$ cat config.mk
export PLATFORM = sky130hd
export DESIGN_NAME = aud_recorder_multi
export DESIGN_NICKNAME = d
export VERILOG_FILES = /design/src/rtl/aud_recorder_multi.sv
export SDC_FILE = /design/constraint.sdc
export NUM_CORES = 1
export LEC_CHECK = 0
export CAP_MARGIN = 20
export CORE_MARGIN = 2
export CORE_UTILIZATION = 52
export CTS_CLUSTER_DIAMETER = 80
export CTS_CLUSTER_SIZE = 30
export DETAILED_ROUTE_END_ITERATION = 10
export PLACE_DENSITY = 0.88
export SYNTH_ARGS = -nofsm -noshare
export SYNTH_HDL_FRONTEND = slang
export SYNTH_SLANG_ARGS = --single-unit
$ cat constraint.sdc
create_clock -name i_clk -period 2.61 [get_ports i_clk]
set_input_delay 0.522 -clock i_clk [delete_from_list [all_inputs] [get_ports i_clk]]
set_output_delay 0.522 -clock i_clk [all_outputs]
set_load 0.02 [all_outputs]
$ cat src/rtl/aud_recorder_multi.sv
// aud_recorder_multi: I2S capture engine feeding the SRAM writer.
// Optional peak meter enabled by defining AUD_REC_PEAK_EN.
module aud_recorder_multi #(
  parameter int DATA_W = 16,
  parameter int ADDR_W = 20,
  parameter int STEREO = 0,
  parameter logic [ADDR_W-1:0] MAX_ADDR = '1
) (
  input  logic              i_clk,
  input  logic              i_rst_n,
  input  logic              i_lrc,
  input  logic              i_data,
  input  logic              i_start,
  input  logic              i_pause,
  input  logic              i_stop,
  output logic [ADDR_W-1:0] o_address,
  output logic [DATA_W-1:0] o_data,
  output logic              o_we,
  output logic [ADDR_W:0]   o_len,
  output logic              o_full,
  output logic              o_rec,
  output logic [DATA_W-1:0] o_peak
);

  localparam int CW = $clog2(DATA_W) + 1;

  typedef enum logic [2:0] {
    S_IDLE,
    S_ARM,
    S_RUN,
    S_PAUSE,
    S_DONE
  } state_t;

  state_t            state;
  logic              lrc_q;
  logic              busy;
  logic [CW-1:0]     cnt;
  logic [DATA_W-1:0] shreg;
  logic              stop_pend;
  logic              pause_pend;

  logic ch_edge;
  logic left_edge;
  logic right_edge;
  logic qual;
  logic stop_req;
  logic pause_req;
  logic last;
  logic hit_full;
  logic bit_in;
  logic lsb;
  logic new_rec;
  logic cap_go;

  assign ch_edge    = i_lrc ^ lrc_q;
  assign left_edge  = lrc_q & ~i_lrc;
  assign right_edge = ~lrc_q & i_lrc;
  assign qual       = left_edge | ((STEREO != 0) & right_edge);
  assign stop_req   = stop_pend | i_stop;
  assign pause_req  = pause_pend | i_pause;
  assign last       = (o_address == MAX_ADDR);
  assign hit_full   = o_we & last;
  assign bit_in     = busy & ~ch_edge;
  assign lsb        = bit_in & (cnt == CW'(DATA_W - 1));
  assign new_rec    = ((state == S_IDLE) || (state == S_DONE))
                    & i_start & ~i_stop & ~i_pause;
  assign o_rec      = (state == S_ARM) || (state == S_RUN);

  // Decide whether a new word capture begins on this cycle's edge
  always_comb begin
    cap_go = 1'b0;
    if (!hit_full) begin
      unique case (state)
        S_ARM:   cap_go = left_edge & ~i_stop & ~i_pause;
        S_RUN:   cap_go = qual & ~(left_edge & (stop_req | pause_req));
        default: cap_go = 1'b0;
      endcase
    end
  end

  // Deserialiser, write bookkeeping and record/pause/stop FSM
  always_ff @(posedge i_clk or negedge i_rst_n) begin
    if (!i_rst_n) begin
      state      <= S_IDLE;
      lrc_q      <= 1'b0;
      busy       <= 1'b0;
      cnt        <= '0;
      shreg      <= '0;
      stop_pend  <= 1'b0;
      pause_pend <= 1'b0;
      o_address  <= '0;
      o_data     <= '0;
      o_we       <= 1'b0;
      o_len      <= '0;
      o_full     <= 1'b0;
    end else begin
      lrc_q <= i_lrc;
      o_we  <= 1'b0;

      if (cap_go) begin
        busy <= 1'b1;
        cnt  <= '0;
      end else if (ch_edge || hit_full) begin
        busy <= 1'b0;
      end else if (bit_in) begin
        shreg <= {shreg[DATA_W-2:0], i_data};
        cnt   <= cnt + 1'b1;
        if (lsb) begin
          busy   <= 1'b0;
          o_we   <= 1'b1;
          o_data <= {shreg[DATA_W-2:0], i_data};
        end
      end

      if (o_we) begin
        o_len <= o_len + 1'b1;
        if (last) o_full <= 1'b1;
        else      o_address <= o_address + 1'b1;
      end

      if (hit_full) begin
        state      <= S_DONE;
        stop_pend  <= 1'b0;
        pause_pend <= 1'b0;
      end else begin
        unique case (state)
          S_IDLE, S_DONE: begin
            if (new_rec) begin
              state      <= S_ARM;
              o_address  <= '0;
              o_len      <= '0;
              o_full     <= 1'b0;
              stop_pend  <= 1'b0;
              pause_pend <= 1'b0;
            end
          end
          S_ARM: begin
            if (i_stop)         state <= S_DONE;
            else if (i_pause)   state <= S_PAUSE;
            else if (left_edge) state <= S_RUN;
          end
          S_RUN: begin
            if (left_edge && stop_req) begin
              state      <= S_DONE;
              stop_pend  <= 1'b0;
              pause_pend <= 1'b0;
            end else if (left_edge && pause_req) begin
              state      <= S_PAUSE;
              stop_pend  <= 1'b0;
              pause_pend <= 1'b0;
            end else begin
              stop_pend  <= stop_req;
              pause_pend <= pause_req;
            end
          end
          S_PAUSE: begin
            if (i_stop)                  state <= S_DONE;
            else if (i_start && !i_pause) state <= S_ARM;
          end
          default: state <= S_IDLE;
        endcase
      end
    end
  end

`ifdef AUD_REC_PEAK_EN
  logic [DATA_W-1:0] peak_q;
  logic [DATA_W-1:0] mag;

  // Saturating magnitude of the word currently on the write bus
  always_comb begin
    mag = o_data;
    if (o_data[DATA_W-1]) begin
      if (o_data[DATA_W-2:0] == '0) mag = {1'b0, {(DATA_W-1){1'b1}}};
      else                          mag = -o_data;
    end
  end

  // Peak hold, cleared when a fresh recording starts
  always_ff @(posedge i_clk or negedge i_rst_n) begin
    if (!i_rst_n) begin
      peak_q <= '0;
    end else if (new_rec) begin
      peak_q <= '0;
    end else if (o_we && (mag > peak_q)) begin
      peak_q <= mag;
    end
  end

  assign o_peak = peak_q;
`else
  assign o_peak = '0;
`endif

endmodule

==> flow_summary.yaml, run 1 <==
pwr:
  p_per_area_nw_per_um2: 611.5
  seqPwrFrac_pct: 50.4
  p_sw_w: 0.0009938
  p_leak_nw: 2.369
  clockPowerShare_pct: 30.6
  internal_power_w: 0.002203
  ir_worst_vdd_uv: 472.5
  p_comb_share_pct: 19.0
  swShare_pct: 31.08
worst_setup_path:
  timing.rr.end: "o_data[1]"
  r2r_cells: 6
  crit_path_end_kind: "flop"
  crit_chain: "ha_1 -> and4_4 -> nand4_4 -> or2_1 -> nand4_4 -> mux2_2"
  slowest_stage: "dfrtp_1"
  cp_common_cell: "nand4_4"
  start_kind: "flop"
  worstReg2RegStart: "o_address[0]"
  path_class: "flop to flop"
  r2r_slack_ns: 0.23
  cp_data_required_time_ns: 2.86
  critPathLaunch: "o_address[0]"
  cpPeakStageDelay_ns: 0.42
  worstSetupEndpoint: "o_data[1]"
  critical_path_arrival_ns: 2.63
  cp_max_fo: 17
timing:
  slew_headroom_pct: 54.50
  slew_violations: 0
  fin_skew_ns: 0.009814
  fin_crit_sh_pct: 91.26
  fin_ws_ns: 0.2280
  fmax_mhz: 419.8
  setup_viol: 0
  rsz0062_at_grt: "false"
  hold_violations: 0
  worst_slew_pin_slew_ns: 0.6763
  min_period_ns: 2.382
logic_synthesis:
  ys_seq_area_share_pct: 50.15
  netlist.area_leader.share_pct: 50.15
  yosys.area.top_type: "dfrtp_1"
  synth.area.top_cells: "dfrtp_1 (50%), nor2_1 (4.3%), mux2_2 (4.2%)"
  syn_avg_cell_area_um2: 10.92
  yosys_warnings: 0
  yosys.cell_types.count: 62
  syn_area_um2: 4292
  synth_edf_count: 0
  synthArstFlopShare_pct: 100.0
  ys_ff_latch: 86
  postSynthCellCount: 393
  synth-main-ff-cell: "dfrtp_1"
finish:
  post-route-util_pct: 64.61
  area_growth_pct: 21.84
  layout-drive-gt1-share_pct: 14.47
  antennaDiodeCount: 0
  fillers: 619
  nets: 477
clock_tree:
  cts_root_buffer: "clkbuf_8"
  cts_sinks: 86
  cts_buffers: 9
  h-tree-depth: 3
  cts_hold_buffers: 0
  cts_tree: "built"
  clkSlewWorstSetupHoldPaths_ns: 0.09
  clk_latency_ns: 0.36
  cts_resized: 0
  clock_path_buffers: 2
  cts_setup_buffers: 0
routing:
  ant_nets: 0
  vias: 3162
  wire_per_inst_um: 14.62
  drc_errors: 0
  routed_wl_um: 8404
  first_iter_violations: 136
  dr.pass1.iters: 4
  vias_per_cell: 5.499
placed_design:
  dpl.hpwl_um: 5818
  dp_slack_ns: -0.02137
  port_buffers: 66
  gp_congestion: 0.8493
job:
  maxCapViolCount: 0
status:
  status: "finished clean"
floorplanning:
  die-area_um2: 8996
  die_x_um: 94.85
  std_cell_rows: 33
  fp.dieH_um: 94.85
  initial_core_util_pct: 53.03
  core_area_um2: 8093
  ios: 83
min_path:
  hold_path_class: "primary input to asynchronous set/reset pin"
global_routing:
  antenna_found_initial: 0
  overflow: 0
  grt_pass1_vias: 3053
  grt_pass1_wl_um: 14120
  track_usage_pct: 20.18
  grt_max_degree: 47
## critical path, delay by kind of cell (launching register included)
| family | cells | cell delay, ns |
|---|---|---|
| muxes | 1 | 0.38 |
| adders and majority gates | 1 | 0.24 |
| and+or+nand+nor | 4 | 1.23 |
| DFF | 1 | 0.42 |
## layout make-up
class	instances	area (µm²)	share of cell area, %
repair buffers	79	780.7	14.93
multi-input cells	279	1923	36.78
well taps	105	131.4	2.513
clock buffers	10	127.6	2.441
inverters	10	37.54	0.7179
flip-flops and latches	86	2152	41.16
clock inverters	6	76.32	1.460
## state kept, by name, indices dropped and copies added, names as in the netlist
register / cells
busy: 1
cnt: 5
lrc_q: 1
o_address: 20
o_data: 16
o_full: 1
o_len: 21
o_we: 1
pause_pend: 1
shreg: 15
state: 3
stop_pend: 1
## power by group through the flow
stage                     sequential, W  combinational (W)  clock, W
after floorplan                 0.00162           0.000375         0
after global placement          0.00162           0.000590         0
after detailed placement        0.00163           0.000610         0
after CTS                       0.00161           0.000615   0.00100
after global routing            0.00163           0.000673   0.00106
final                           0.00161           0.000607  0.000979
## cells in the mapped netlist (all sizes together), types with 3 or more instances
cell type and number:
or3 3, nand4 11, nand2b 4, xor2 15, mux2i 6, mux2 31, clkbuf 3, o2bb2ai 4
inv 10, o21ai 9, nor3 14, dfrtp 86, a22oi 4, and3 4, xnor2 14, and4 4
nor2 50, ha 5, a21oi 12, or3b 3, nand3 14, buf 30, nand2 21, or2 4
nor4 5
## how the worst min path moves through the flow
| stage | startpoint | end | cells past startpoint |
|---|---|---|---|
| finish | i_rst_n | shreg[7] | 1 |
| floorplan | i_rst_n | busy | 0 |
| CTS | i_rst_n | shreg[7] | 1 |
| global route | i_rst_n | shreg[7] | 1 |
| detailed placement | o_full | o_full | 2 |
| global placement | o_full | o_full | 2 |
## routing by layer
layer	part of all wire, %	GRT usage, %
met1	45	26.28
met2	49	33.04
met3	5.0	4.230
met4	1.6	8.092
met5	0	0
## stage by stage
step                      setup TNS, ns  std cells  area (µm²)  hold slack [ns]  total power (W)
after global placement                0        559        5025           0.4659         0.002210
final                                 0        575        5229           0.1568         0.003197
after global routing                  0        575        5229           0.1800         0.003364
after floorplan                       0        408        4348           0.2264         0.001999
after CTS                             0        575        5229           0.1639         0.003222
after detailed placement        -0.1035        559        5025           0.4718         0.002240
## logic make-up after synthesis
group	Yosys count	synth area share (%)
simple gates	145	18.28
flops	86	50.15
compound gates	47	7.434
buf+inv	43	6.356
mux	37	10.32
xor+xnor	29	5.919
fa+ha+maj	5	1.458
other cells	1	0.08738
## placed cells by master, fill, tap and decap left out, drive strengths merged, types with 3 or more instances in the layout
| master | synthesis | routed |
|---|---|---|
| nand2 | 21 | 21 |
| or2 | 4 | 4 |
| nand4 | 11 | 11 |
| nor3 | 14 | 14 |
| o21ai | 9 | 9 |
| inv | 10 | 14 |
| buf | 30 | 14 |
| clkbuf | 3 | 10 |
| nor2 | 50 | 50 |
| nand3 | 14 | 14 |
| or3b | 3 | 3 |
| clkdlybuf4s50 | 0 | 65 |
| ha | 5 | 5 |
| conb | 1 | 16 |
| mux2i | 6 | 6 |
| a22oi | 4 | 4 |
| dfrtp | 86 | 86 |
| and4 | 4 | 4 |
| or3 | 3 | 3 |
| nor4 | 5 | 5 |
| mux2 | 31 | 31 |
| xnor2 | 14 | 14 |
| nand2b | 4 | 4 |
| o2bb2ai | 4 | 4 |
| a21oi | 12 | 12 |
| xor2 | 15 | 15 |
| and3 | 4 | 4 |
No activity file was read; power rests on OpenSTA's default activity.
==> inputs of run 2 (changes only) <==
Settings changed: GPL_ROUTABILITY_DRIVEN set to 0.
==> results of run 2 <==
Same layout as run 1: the final DEF is identical, and so are final timing and power.
